File: config.mk
export PLATFORM = sky130hd
export DESIGN_NAME = serial_adder
export DESIGN_NICKNAME = d
export VERILOG_FILES = /design/src/rtl/serial_adder_pkg.sv /design/src/rtl/full_adder_dataflow.sv /design/src/rtl/serial_adder.sv
export SDC_FILE = /design/constraint.sdc
export NUM_CORES = 1
export LEC_CHECK = 0
export BUFFER_PORTS_ARGS = -buffer_cell sky130_fd_sc_hd__buf_2
export CORE_MARGIN = 2
export CORE_UTILIZATION = 49
export CTS_CLUSTER_SIZE = 20
export DETAILED_ROUTE_END_ITERATION = 16
export GPL_TIMING_DRIVEN = 0
export PLACE_DENSITY = 0.83
export RECOVER_POWER = 25
export SYNTH_ARGS = -nofsm -noshare
export SYNTH_HDL_FRONTEND = slang
export SYNTH_SLANG_ARGS = --single-unit
export TNS_END_PERCENT = 20
File: constraint.sdc
create_clock -name clk -period 1.5 [get_ports clk]
set_clock_uncertainty 0.05 [all_clocks]
set_input_delay 0.075 -clock clk [delete_from_list [all_inputs] [get_ports clk]]
set_output_delay 0.075 -clock clk [all_outputs]
set_load 0.01 [all_outputs]
File: src/rtl/serial_adder_pkg.sv
// Shared types and defaults for the bit-serial adder.
// The FSM state encoding and the default operand width live here.
package serial_adder_pkg;

  typedef enum logic [1:0] {
    IDLE = 2'd0,
    RUN  = 2'd1,
    DONE = 2'd2
  } sa_state_t;

  localparam int SA_DEFAULT_WIDTH = 8;

endpackage : serial_adder_pkg

File: src/rtl/full_adder_dataflow.sv
// Single-bit full adder, pure dataflow.
// This is the one arithmetic cell that the serial adder reuses every cycle.
module full_adder_dataflow (
  output logic sum,
  output logic carry_out,
  input  logic a,
  input  logic b,
  input  logic carry_in
);

  assign sum       = a ^ b ^ carry_in;
  assign carry_out = (a & b) | (a & carry_in) | (b & carry_in);

endmodule : full_adder_dataflow

File: src/rtl/serial_adder.sv
// Bit-serial WIDTH-bit adder: one full-adder cell, a carry flop and operand shift registers.
// It adds LSB first and presents {carry_out, sum_out} one cycle after the last bit (done pulse).
module serial_adder
  import serial_adder_pkg::*;
#(
  parameter int WIDTH = SA_DEFAULT_WIDTH
) (
  input  logic             clk,
  input  logic             reset,
  input  logic             start,
  input  logic [WIDTH-1:0] a_in,
  input  logic [WIDTH-1:0] b_in,
  input  logic             carry_in,
  output logic             busy,
  output logic             done,
  output logic [WIDTH-1:0] sum_out,
  output logic             carry_out
);

  localparam int CW = $clog2(WIDTH);
  localparam logic [CW-1:0] LAST_CNT = CW'(WIDTH - 1);

  sa_state_t        r_state;
  sa_state_t        w_next_state;
  logic [WIDTH-1:0] r_a_sh;
  logic [WIDTH-1:0] r_b_sh;
  logic [WIDTH-1:0] r_acc;
  logic [WIDTH-1:0] r_sum_out;
  logic             r_carry_out;
  logic             r_c_ff;
  logic [CW-1:0]    r_cnt;
  logic             w_fa_sum;
  logic             w_fa_cout;
  logic             w_load;
  logic             w_last;
  logic             w_busy;
  logic             w_done;

  full_adder_dataflow u_fa (w_fa_sum, w_fa_cout, r_a_sh[0], r_b_sh[0], r_c_ff);

  // A new request is only accepted when no operation is in flight.
  assign w_load = start && ((r_state == IDLE) || (r_state == DONE));
  assign w_last = (r_state == RUN) && (r_cnt == LAST_CNT);

  // Next-state decode plus the busy/done flags, which are pure decodes of the state register.
  always_comb begin
    w_next_state = r_state;
    w_busy       = 1'b0;
    w_done       = 1'b0;
    case (r_state)
      IDLE: begin
        if (start) begin
          w_next_state = RUN;
        end else begin
          w_next_state = IDLE;
        end
      end
      RUN: begin
        w_busy = 1'b1;
        if (w_last) begin
          w_next_state = DONE;
        end else begin
          w_next_state = RUN;
        end
      end
      DONE: begin
        w_done = 1'b1;
        if (start) begin
          w_next_state = RUN;
        end else begin
          w_next_state = IDLE;
        end
      end
      default: begin
        w_next_state = IDLE;
      end
    endcase
  end

  // State register and serial datapath; reset aborts any operation and clears the result.
  always_ff @(posedge clk or posedge reset) begin
    if (reset) begin
      r_state     <= IDLE;
      r_a_sh      <= '0;
      r_b_sh      <= '0;
      r_acc       <= '0;
      r_c_ff      <= 1'b0;
      r_cnt       <= '0;
      r_sum_out   <= '0;
      r_carry_out <= 1'b0;
    end else begin
      r_state <= w_next_state;
      if (w_load) begin
        r_a_sh <= a_in;
        r_b_sh <= b_in;
        r_c_ff <= carry_in;
        r_acc  <= '0;
        r_cnt  <= '0;
      end else if (r_state == RUN) begin
        r_acc  <= {w_fa_sum, r_acc[WIDTH-1:1]};
        r_a_sh <= {1'b0, r_a_sh[WIDTH-1:1]};
        r_b_sh <= {1'b0, r_b_sh[WIDTH-1:1]};
        r_c_ff <= w_fa_cout;
        // Wrap to zero on the last bit so the counter never leaves 0..WIDTH-1.
        if (w_last) begin
          r_cnt       <= '0;
          r_sum_out   <= {w_fa_sum, r_acc[WIDTH-1:1]};
          r_carry_out <= w_fa_cout;
        end else begin
          r_cnt <= r_cnt + CW'(1);
        end
      end
    end
  end

  assign busy      = w_busy;
  assign done      = w_done;
  assign sum_out   = r_sum_out;
  assign carry_out = r_carry_out;

endmodule : serial_adder

==> metrics.csv <==
metric,value,unit
crit-path max FO,10,
I/O pin cnt,31,
Rows,21,
CTS root buf,clkbuf_4,
Final Hold Fails,0,
WL final,3218,µm
yosys warns,0,
post-route cell area,2116,µm²
r2r setup slk,0.06,ns
min-delay src,a_in[7],
post-synthesis register bit count,38,
Avg WL per Cell,13.52,µm
core area,3311,µm²
DRC violations left,0,
WHS Endpoint,r_a_sh[7],
synthesized area per cell,12.25,µm²
Final Wtd Congestion,0.7561,
GRT overflow,0,
DR iter-0 viols,49,
via density per instance,5.265,
post-synth top area share,0.5706,
"Net count, final",214,
Worst Tran Pin Value,0.7517,ns
number of clock sinks,38,
CTS H-tree lvls,2,
initial antenna violation count,0,
DR pass1 iterations,5,
CTS tree,yes,
first-pass GRT wire length,5478,µm
total CTS buffers,5,
Final HPWL DP,2120,µm
Worst R2R Start,r_state[1],
Die Wd,62.32,µm
fraction of registers with async set/reset,1.000,
clock latency on the worst-skew pair,0.34,ns
largest net degree at the start of global routing,39,
dominant cell type by area after synthesis,dfrtp_1,
Worst Hold Class,in2reg,
crit share post-route,0.9626,
Required @ worst endpoint,1.37,ns
initial core utilization,0.5034,
Finished Layout Cells,238,
RSZ-0062 raised after global routing,yes,
vias in the first global route,1252,
total placed cells including tap cells,212,
DRT antenna net count,0,
Worst setup SP type,flip-flop,
Die ar.,3884,µm²
Reg2Reg Capture Point,sum_out[5],
sequential area share after synthesis,0.5706,
"commonest non-fill, non-tap cell in the layout",dfrtp_1,
hold-critical path depth,3,
final setup vio count,0,
Max Cap Viol,0,
Port Buffer Count,30,
Worst Slack Setup Final,0.05615,ns
CTS clock-pin slew for the worst setup and hold paths,0.11,ns
Clock Tree Buf Depth,2,
"top cells by area, synth","dfrtp_1 57%, mux2_4 8.1%, o22ai_1 4.9%",
most frequent cells in the layout,"38 x dfrtp_1, 24 x buf_2, 17 x dlygate4sd3_1",
area post-placement,1874,µm²
Antenna Cells,0,
worst setup path category,reg2out,
gr usage total,0.1827,
Gate Count Post-Synth,136,
Synth-to-Final Area Change,26.95,%
fmax,0.6926,GHz
Post-Syn Area,1667,µm²
count of cell types in the netlist,26,
Main synth FF type,dfrtp_1,
fin crit period,1.444,ns
total number of vias,1253,
Relative slew margins,0.4981,
DP Worst Slack,-0.02812,ns
Max Slew Vio Count,0,
peak supply drop,0.8134,mV
status,"complete, no violations",
Final Util,0.6391,
CP arrival,1.32,ns
"EDFF count, synth",0,
Reg2Reg Depth,6,
kind of end point of the critical path,output pin,
Pwr per Cell Area,1861,nW/µm²
setup TNS,0,ns
Synthesized Nets,159,
Die Y-Extent,62.32,µm
share of cells above drive strength 1,0.2656,
cell leakage power,1.053,nW
[cells in the mapped netlist, types with 2 or more instances]
cell type,instances
dfrtp_1,38
o21ai_0,2
buf_6,2
nand3_1,5
nand2_1,2
nor2b_1,3
a22o_1,8
o22ai_1,13
inv_1,17
ha_1,2
buf_2,4
mux2i_1,3
mux2_4,9
a211oi_1,2
a21oi_1,15
[where the power goes]
part           switching (mW)  internal, mW
Sequential              0.303          1.48
Combinational           0.788         0.819
Clock                   0.322         0.227
[how the worst max path moves through the flow]
stage               start         end  slack [ns]
3_5_place_dp     r_cnt[0]  sum_out[5]       -0.03
4_1_cts        r_state[1]        busy        0.02
3_3_place_gp     r_cnt[0]   carry_out      -0.008
2_1_floorplan    r_cnt[0]   carry_out        0.06
5_1_grt        r_state[1]        busy      -0.002
6_report       r_state[1]        busy        0.06
[what timing repair did]
action | in CTS | in global routing
setup buffers | 0 | 1
hold endpoints to repair | 16 | 38
hold buffers | 16 | 1
resized for setup | 3 | 1
setup endpoints to repair | 11 | 10
[worst max-delay path, stage by stage, from the launching register on]
cell	delay [ns]
dfrtp_1	0.39
buf_6	0.14
nand2b_4	0.13
buf_6	0.14
clkinv_8	0.07
buf_6	0.10
[per-layer routing]
layer,vias up,routed length [µm],track usage
li1,596,-,-
met1,614,1417,0.2076
met2,32,1574,0.3084
met3,11,132,0.05978
met4,0,94,0.09444
met5,-,0,0
[sequential cells by signal, indices dropped and copies added (netlist names)]
name,count
r_a_sh,8
r_b_sh,8
sum_out,8
r_acc,7
r_cnt,3
r_state,2
carry_out,1
r_c_ff,1
[metrics by stage]
stage	hold WS, ns	total power [mW]
floorplan	0.1575	2.913
global placement	0.2492	3.230
detailed placement	0.2513	3.342
CTS	0.005259	3.952
global route	0.05854	4.242
finish	0.006440	3.938
[cell type report]
type	count	area, µm²
buffer	7	47.55
clock buffer	7	55.05
clock inverter	1	5.005
fill	275	1195
inverter	18	80.08
multi-input combinational	73	596.8
sequential	38	950.9
tap	46	57.56
timing repair buffer	48	322.8
[cells by family (layout without fill, tap and decap cells)]
logic type | count (synthesis) | in the layout | synth area share
compound gates | 43 | 43 | 0.1667
flops | 38 | 38 | 0.5706
buf+inv | 25 | 81 | 0.07282
simple gates | 14 | 14 | 0.05706
mux | 13 | 13 | 0.1059
fa+ha+maj | 3 | 3 | 0.02703
(Power assumes the default switching activity.)
